===== config.mk =====
export PLATFORM = sky130hd
export DESIGN_NAME = mem_access
export DESIGN_NICKNAME = d
export VERILOG_FILES = /design/src/rtl/mem_access.sv
export SDC_FILE = /design/constraint.sdc
export NUM_CORES = 1
export LEC_CHECK = 0
export ABC_AREA = 1
export CORE_MARGIN = 1
export CORE_UTILIZATION = 50
export CTS_CLUSTER_DIAMETER = 40
export DETAILED_ROUTE_END_ITERATION = 16
export GPL_TIMING_DRIVEN = 0
export PLACE_DENSITY = 0.86
export SLEW_MARGIN = 20
export SYNTH_ARGS = -nofsm -noshare
export SYNTH_HDL_FRONTEND = slang
export SYNTH_SLANG_ARGS = --single-unit

===== constraint.sdc =====
create_clock -name clk -period 2.8 [get_ports clk]
set_input_delay 0.42 -clock clk [delete_from_list [all_inputs] [get_ports clk]]
set_output_delay 0.42 -clock clk [all_outputs]
set_load 0.03 [all_outputs]

===== src/rtl/mem_access.sv =====
// mem_access: MA pipeline stage. Drives the data bus with a req/ack handshake,
// steers byte lanes, formats load data, flags misaligned accesses and bus
// timeouts, and registers the result into the WB stage.
module mem_access #(
  parameter logic [7:0] BUS_TMO = 8'd255
) (
  input  logic        clk,
  input  logic        rst,
  input  logic        cmd_ld_ma,
  input  logic        cmd_st_ma,
  input  logic        wbk_rd_reg_ma,
  input  logic [4:0]  rd_adr_ma,
  input  logic [31:0] rd_data_ma,
  input  logic [31:0] st_data_ma,
  input  logic [2:0]  ldst_code_ma,
  input  logic        ma_flush,
  output logic        ma_stall,
  output logic        dbus_req,
  output logic        dbus_we,
  output logic [29:0] dbus_adr,
  output logic [3:0]  dbus_be,
  output logic [31:0] dbus_wdata,
  input  logic        dbus_ack,
  input  logic [31:0] dbus_rdata,
  output logic        wbk_rd_reg_wb,
  output logic [4:0]  rd_adr_wb,
  output logic [31:0] rd_data_wb,
  output logic        ma_misalign,
  output logic        ma_bus_err,
  output logic [31:0] ma_fault_adr
);

  localparam int unsigned DW = 32;
  localparam int unsigned RW = 5;
  localparam int unsigned CW = 8;

  typedef enum logic {
    IDLE = 1'b0,
    BUSY = 1'b1
  } state_t;

  state_t        state;
  logic [CW-1:0] tmo_cnt;
  logic [DW-1:0] ea_q;
  logic          ld_q;
  logic [2:0]    ld_code;
  logic          ld_wbk;
  logic [RW-1:0] ld_rd;

  logic          is_word;
  logic          is_half;
  logic          misalign_c;
  logic [3:0]    be_c;
  logic [DW-1:0] wdata_c;
  logic          tmo_hit;

  // Stall is a pure decode of the state flop.
  assign ma_stall = (state == BUSY);

  // Timeout fires on the BUSY edge that would bring the counter to the limit.
  assign tmo_hit = (BUS_TMO != 8'd0) && ((tmo_cnt + 8'd1) == BUS_TMO);

  // Select the lane and extend the read word according to the captured funct3.
  function automatic logic [DW-1:0] load_fmt(input logic [DW-1:0] w,
                                             input logic [2:0]    code,
                                             input logic [1:0]    lane);
    logic [7:0]  b;
    logic [15:0] h;
    b = w[{lane, 3'b000} +: 8];
    h = lane[1] ? w[31:16] : w[15:0];
    if (code[1])
      return w;
    else if (code[0])
      return code[2] ? {16'h0000, h} : {{16{h[15]}}, h};
    else
      return code[2] ? {24'h000000, b} : {{24{b[7]}}, b};
  endfunction

  // Access size decode, misalign detection and byte-lane steering of the bundle.
  always_comb begin
    is_word    = 1'b0;
    is_half    = 1'b0;
    misalign_c = 1'b0;
    be_c       = 4'b0000;
    wdata_c    = '0;
    is_word    = ldst_code_ma[1];
    is_half    = !ldst_code_ma[1] && ldst_code_ma[0];
    misalign_c = (is_half && rd_data_ma[0]) ||
                 (is_word && (rd_data_ma[1:0] != 2'b00));
    if (is_word) begin
      be_c    = 4'b1111;
      wdata_c = st_data_ma;
    end else if (is_half) begin
      be_c    = rd_data_ma[1] ? 4'b1100 : 4'b0011;
      wdata_c = {2{st_data_ma[15:0]}};
    end else begin
      be_c    = 4'b0001 << rd_data_ma[1:0];
      wdata_c = {4{st_data_ma[7:0]}};
    end
  end

  // IDLE/BUSY state machine with all bus, writeback and fault outputs registered.
  always_ff @(posedge clk) begin
    if (rst) begin
      state         <= IDLE;
      tmo_cnt       <= '0;
      ea_q          <= '0;
      ld_q          <= 1'b0;
      ld_code       <= '0;
      ld_wbk        <= 1'b0;
      ld_rd         <= '0;
      dbus_req      <= 1'b0;
      dbus_we       <= 1'b0;
      dbus_adr      <= '0;
      dbus_be       <= '0;
      dbus_wdata    <= '0;
      wbk_rd_reg_wb <= 1'b0;
      rd_adr_wb     <= '0;
      rd_data_wb    <= '0;
      ma_misalign   <= 1'b0;
      ma_bus_err    <= 1'b0;
      ma_fault_adr  <= '0;
    end else begin
      wbk_rd_reg_wb <= 1'b0;
      ma_misalign   <= 1'b0;
      ma_bus_err    <= 1'b0;
      case (state)
        IDLE: begin
          if (!ma_flush) begin
            if (cmd_ld_ma || cmd_st_ma) begin
              if (misalign_c) begin
                ma_misalign  <= 1'b1;
                ma_fault_adr <= rd_data_ma;
              end else begin
                state      <= BUSY;
                dbus_req   <= 1'b1;
                dbus_we    <= cmd_st_ma;
                dbus_adr   <= rd_data_ma[31:2];
                dbus_be    <= be_c;
                dbus_wdata <= wdata_c;
                tmo_cnt    <= '0;
                ea_q       <= rd_data_ma;
                ld_q       <= !cmd_st_ma;
                ld_code    <= ldst_code_ma;
                ld_wbk     <= wbk_rd_reg_ma;
                ld_rd      <= rd_adr_ma;
              end
            end else if (wbk_rd_reg_ma) begin
              wbk_rd_reg_wb <= 1'b1;
              rd_adr_wb     <= rd_adr_ma;
              rd_data_wb    <= rd_data_ma;
            end
          end
        end
        BUSY: begin
          if (dbus_ack) begin
            state    <= IDLE;
            dbus_req <= 1'b0;
            if (ld_q) begin
              wbk_rd_reg_wb <= ld_wbk;
              rd_adr_wb     <= ld_rd;
              rd_data_wb    <= load_fmt(dbus_rdata, ld_code, ea_q[1:0]);
            end
          end else if (tmo_hit) begin
            state        <= IDLE;
            dbus_req     <= 1'b0;
            ma_bus_err   <= 1'b1;
            ma_fault_adr <= ea_q;
          end else begin
            tmo_cnt <= tmo_cnt + 8'd1;
          end
        end
        default: state <= IDLE;
      endcase
    end
  end

endmodule

==> flow_summary.toml <==
[clocking]
cts_setup_buffers = 0
ctsResizeCount = 0
cts.root.buffer_cell = "clkbuf_16"
clockBufferDepth = 2
cts_tree = "yes"
clk_pin_slew_ns = 0.06
cts_buffers = 17
clock_latency_ns = 0.44
cts-htree-levels = 4
postCtsHoldBufs = 0
clock_sinks = 161

[final_layout]
areaGrowthSynthToFinish_pct = 44.5
final_common_cell = "clkdlybuf4s50_1"
diodes = 0
drive_gt1_share_pct = 9.06
multi_input_area_um2 = 3630
seqCellArea_um2 = 3220
fill_cells = 1228
final_cell_mix = "clkdlybuf4s50_1 (250), nand2_1 (234), dfxtp_1 (161)"
finalNetCount = 1458
post-route-util_pct = 75.2

[worst_setup_path]
rrSetupSlack_ns = 0.71
arrival_ns = 2.43
crit_fanout = 10
critPathSlowestCell = "dfxtp_1"
crit_type = "reg2reg"
endpoint_kind = "register"
cp_top_family = "simple AND/OR/NAND/NOR gates"
slowest_delay_ns = 0.41
r2r-start = "tmo_cnt[0]"
worstSetupStartpoint = "tmo_cnt[0]"
crit_chain = "ha_1 -> nand3_1 -> o21ai_1 -> nand2_1 -> nor2_4 -> nand3_4 -> nand2_8 -> buf_6 -> nand3_1 -> nand2_1 -> nor2_1"
required_ns = 3.13
critPathLaunchType = "register"
critPathBufInv = 1

[route]
wl_per_cell_um = 17.8
drt_iter0_drc = 777
final_antenna_net_count = 0
vias = 8623
route.detailed.drc = 0
drt-vias-per-instance = 5.59
dr.pass1.iters = 5
wirelength_mm = 27.4

[timing]
slew_headroom_pct = 54.4
worst_slack_ns = 0.708
clock.fmax_mhz = 478
rsz0062_at_grt = "false"
period_minus_slack_ns = 2.09
hold_viol = 0
setup_tns_ns = 0
finClkSkew_ns = 0.0136
setup_viol = 0
finalCritPeriodShare_pct = 74.7
worstMarginPinSlew_ns = 0.684
drv_slew = 0

[floorplan]
die_w_um = 126
initial_utilization_pct = 52.0
fp.dieH_um = 126
dieArea_um2 = 15800
ios = 252
core-area_um2 = 14800
num_rows = 44

[pwr]
leakage_nw = 4.46
p_per_area_nw_per_um2 = 615
p_total_mw = 6.82
vdd_ir_drop_max_uv = 425

[global_route]
grt_start_max_net_pins = 17
gr-usage-all-layers_pct = 34.6
antenna_found_initial = 0
grt-ovfl-total = 0
grt_pass1_vias = 8140
grt_pass1_wl_mm = 42.6

[logic_synthesis]
yosys_register_bits = 161
synth_nets = 1189
synth_warnings = 0
synth_simple_gate_area_share_pct = 24.5
syn_avg_cell_area_um2 = 7.13
ys_seq_area_share_pct = 42.0
synth_compound_area_share_pct = 20.7
postSynthCellCount = 1076
synth_xor_area_share_pct = 0.114
synthesis.area_um2 = 7670
synth_fa_ha_area_share_pct = 0.326
synth_mux_area_share_pct = 1.70
synth_top_family_by_area = "simple AND/OR/NAND/NOR gates"
synth.distinct_cells = 35

[placement]
preCtsSetupSlack_ns = 0.323
gp_congestion = 0.928
hpwl_mm = 20.8
port_buffers = 250

[min_path]
hp-start = "dbus_we"
hold_path.class = "reg2reg"

[run]
maxCapViolCount = 0

[status]
status = "completed"
-- state kept, by name, summed over array words and instances, names as in the netlist --
name           flops
dbus_wdata        32
ma_fault_adr      32
rd_data_wb        32
dbus_adr          29
tmo_cnt            8
ld_rd              5
rd_adr_wb          5
dbus_be            4
ea_q               3
ld_code            3
dbus_req           1
dbus_we            1
ld_q               1
ld_wbk             1
ma_bus_err         1
ma_misalign        1
ma_stall           1
wbk_rd_reg_wb      1
-- where the power goes --
part / switching [mW] / leakage [nW] / internal, mW / total [mW]
clock: 0.980 / 0.328 / 1.73 / 2.71
sequential: 0.102 / 1.32 / 2.45 / 2.55
combinational: 0.925 / 2.81 / 0.641 / 1.57
total: 2.01 / 4.46 / 4.82 / 6.82
-- per-layer routing --
metal  track usage (%)  vias up  share of wire, %
li1                  -     4099                 -
met1              40.6     3949                40
met2              57.3      474                46
met3              8.84      101               9.4
met4              20.4        0               4.8
met5                 0        -                 0
-- per-stage QoR --
step           hold slack, ns  area (µm²)  std cells
6_report                0.467       11100       1542
5_1_grt                 0.490       11100       1542
4_1_cts                 0.466       11100       1542
3_5_place_dp            0.457       10400       1510
3_3_place_gp            0.451       10400       1510
2_1_floorplan           0.442        7670       1076
-- worst paths after layout --
check,endpoint,cells after the start
min,dbus_we,2
min reg2reg,dbus_we,2
max reg2reg,ma_fault_adr[1],11
max,ma_fault_adr[1],11
-- final cells by class --
| class | count | share of cell area, % |
|---|---|---|
| multi-input combinational | 757 | 32.8 |
| sequential | 161 | 29.1 |
| timing repair buffer | 250 | 22.6 |
| buffer | 107 | 5.63 |
| clock buffer | 20 | 4.12 |
| tap | 184 | 2.08 |
| clock inverter | 12 | 2.04 |
| inverter | 51 | 1.73 |
-- tightest hold or removal path, stage by stage (launching register included) --
cell and delay (ns):
dfxtp_1 0.30, nand2_1 0.06, a21oi_1 0.06
-- kinds of logic (layout without fill, tap and decap cells) --
family | Yosys count | count (layout)
compound gates | 291 | 291
xor+xnor | 1 | 1
fa+ha+maj | 2 | 2
buf+inv | 158 | 440
flops | 161 | 161
mux | 13 | 13
simple gates | 450 | 450
-- cell usage after synthesis --
library cell,n,area [µm²]
buf_4,32,240
nor3_1,2,10.0
nand3_1,59,295
nand2_2,5,31.3
nand2_1,234,878
inv_1,45,169
nor2_1,134,503
nand3_4,1,17.5
nand3_2,2,20.0
nand2_8,1,20.0
ha_1,2,25.0
dfxtp_1,161,3220
o211ai_1,14,105
buf_2,28,140
a311oi_1,2,17.5
a21oi_1,121,606
nor3_2,1,10.0
clkbuf_1,36,135
o21ai_0,98,490
nor2_2,3,18.8
o2111a_1,1,11.3
xor2_1,1,8.76
o21bai_1,2,15.0
o22ai_1,1,6.26
inv_2,6,22.5
nor2_8,1,20.0
o21ai_1,4,20.0
nand4_1,4,25.0
mux2i_1,13,130
a21boi_0,5,37.5
buf_6,9,101
buf_1,2,7.51
o21a_1,8,60.1
a31oi_1,35,219
nor2_4,3,33.8
Power figures use the tool's default switching activity.
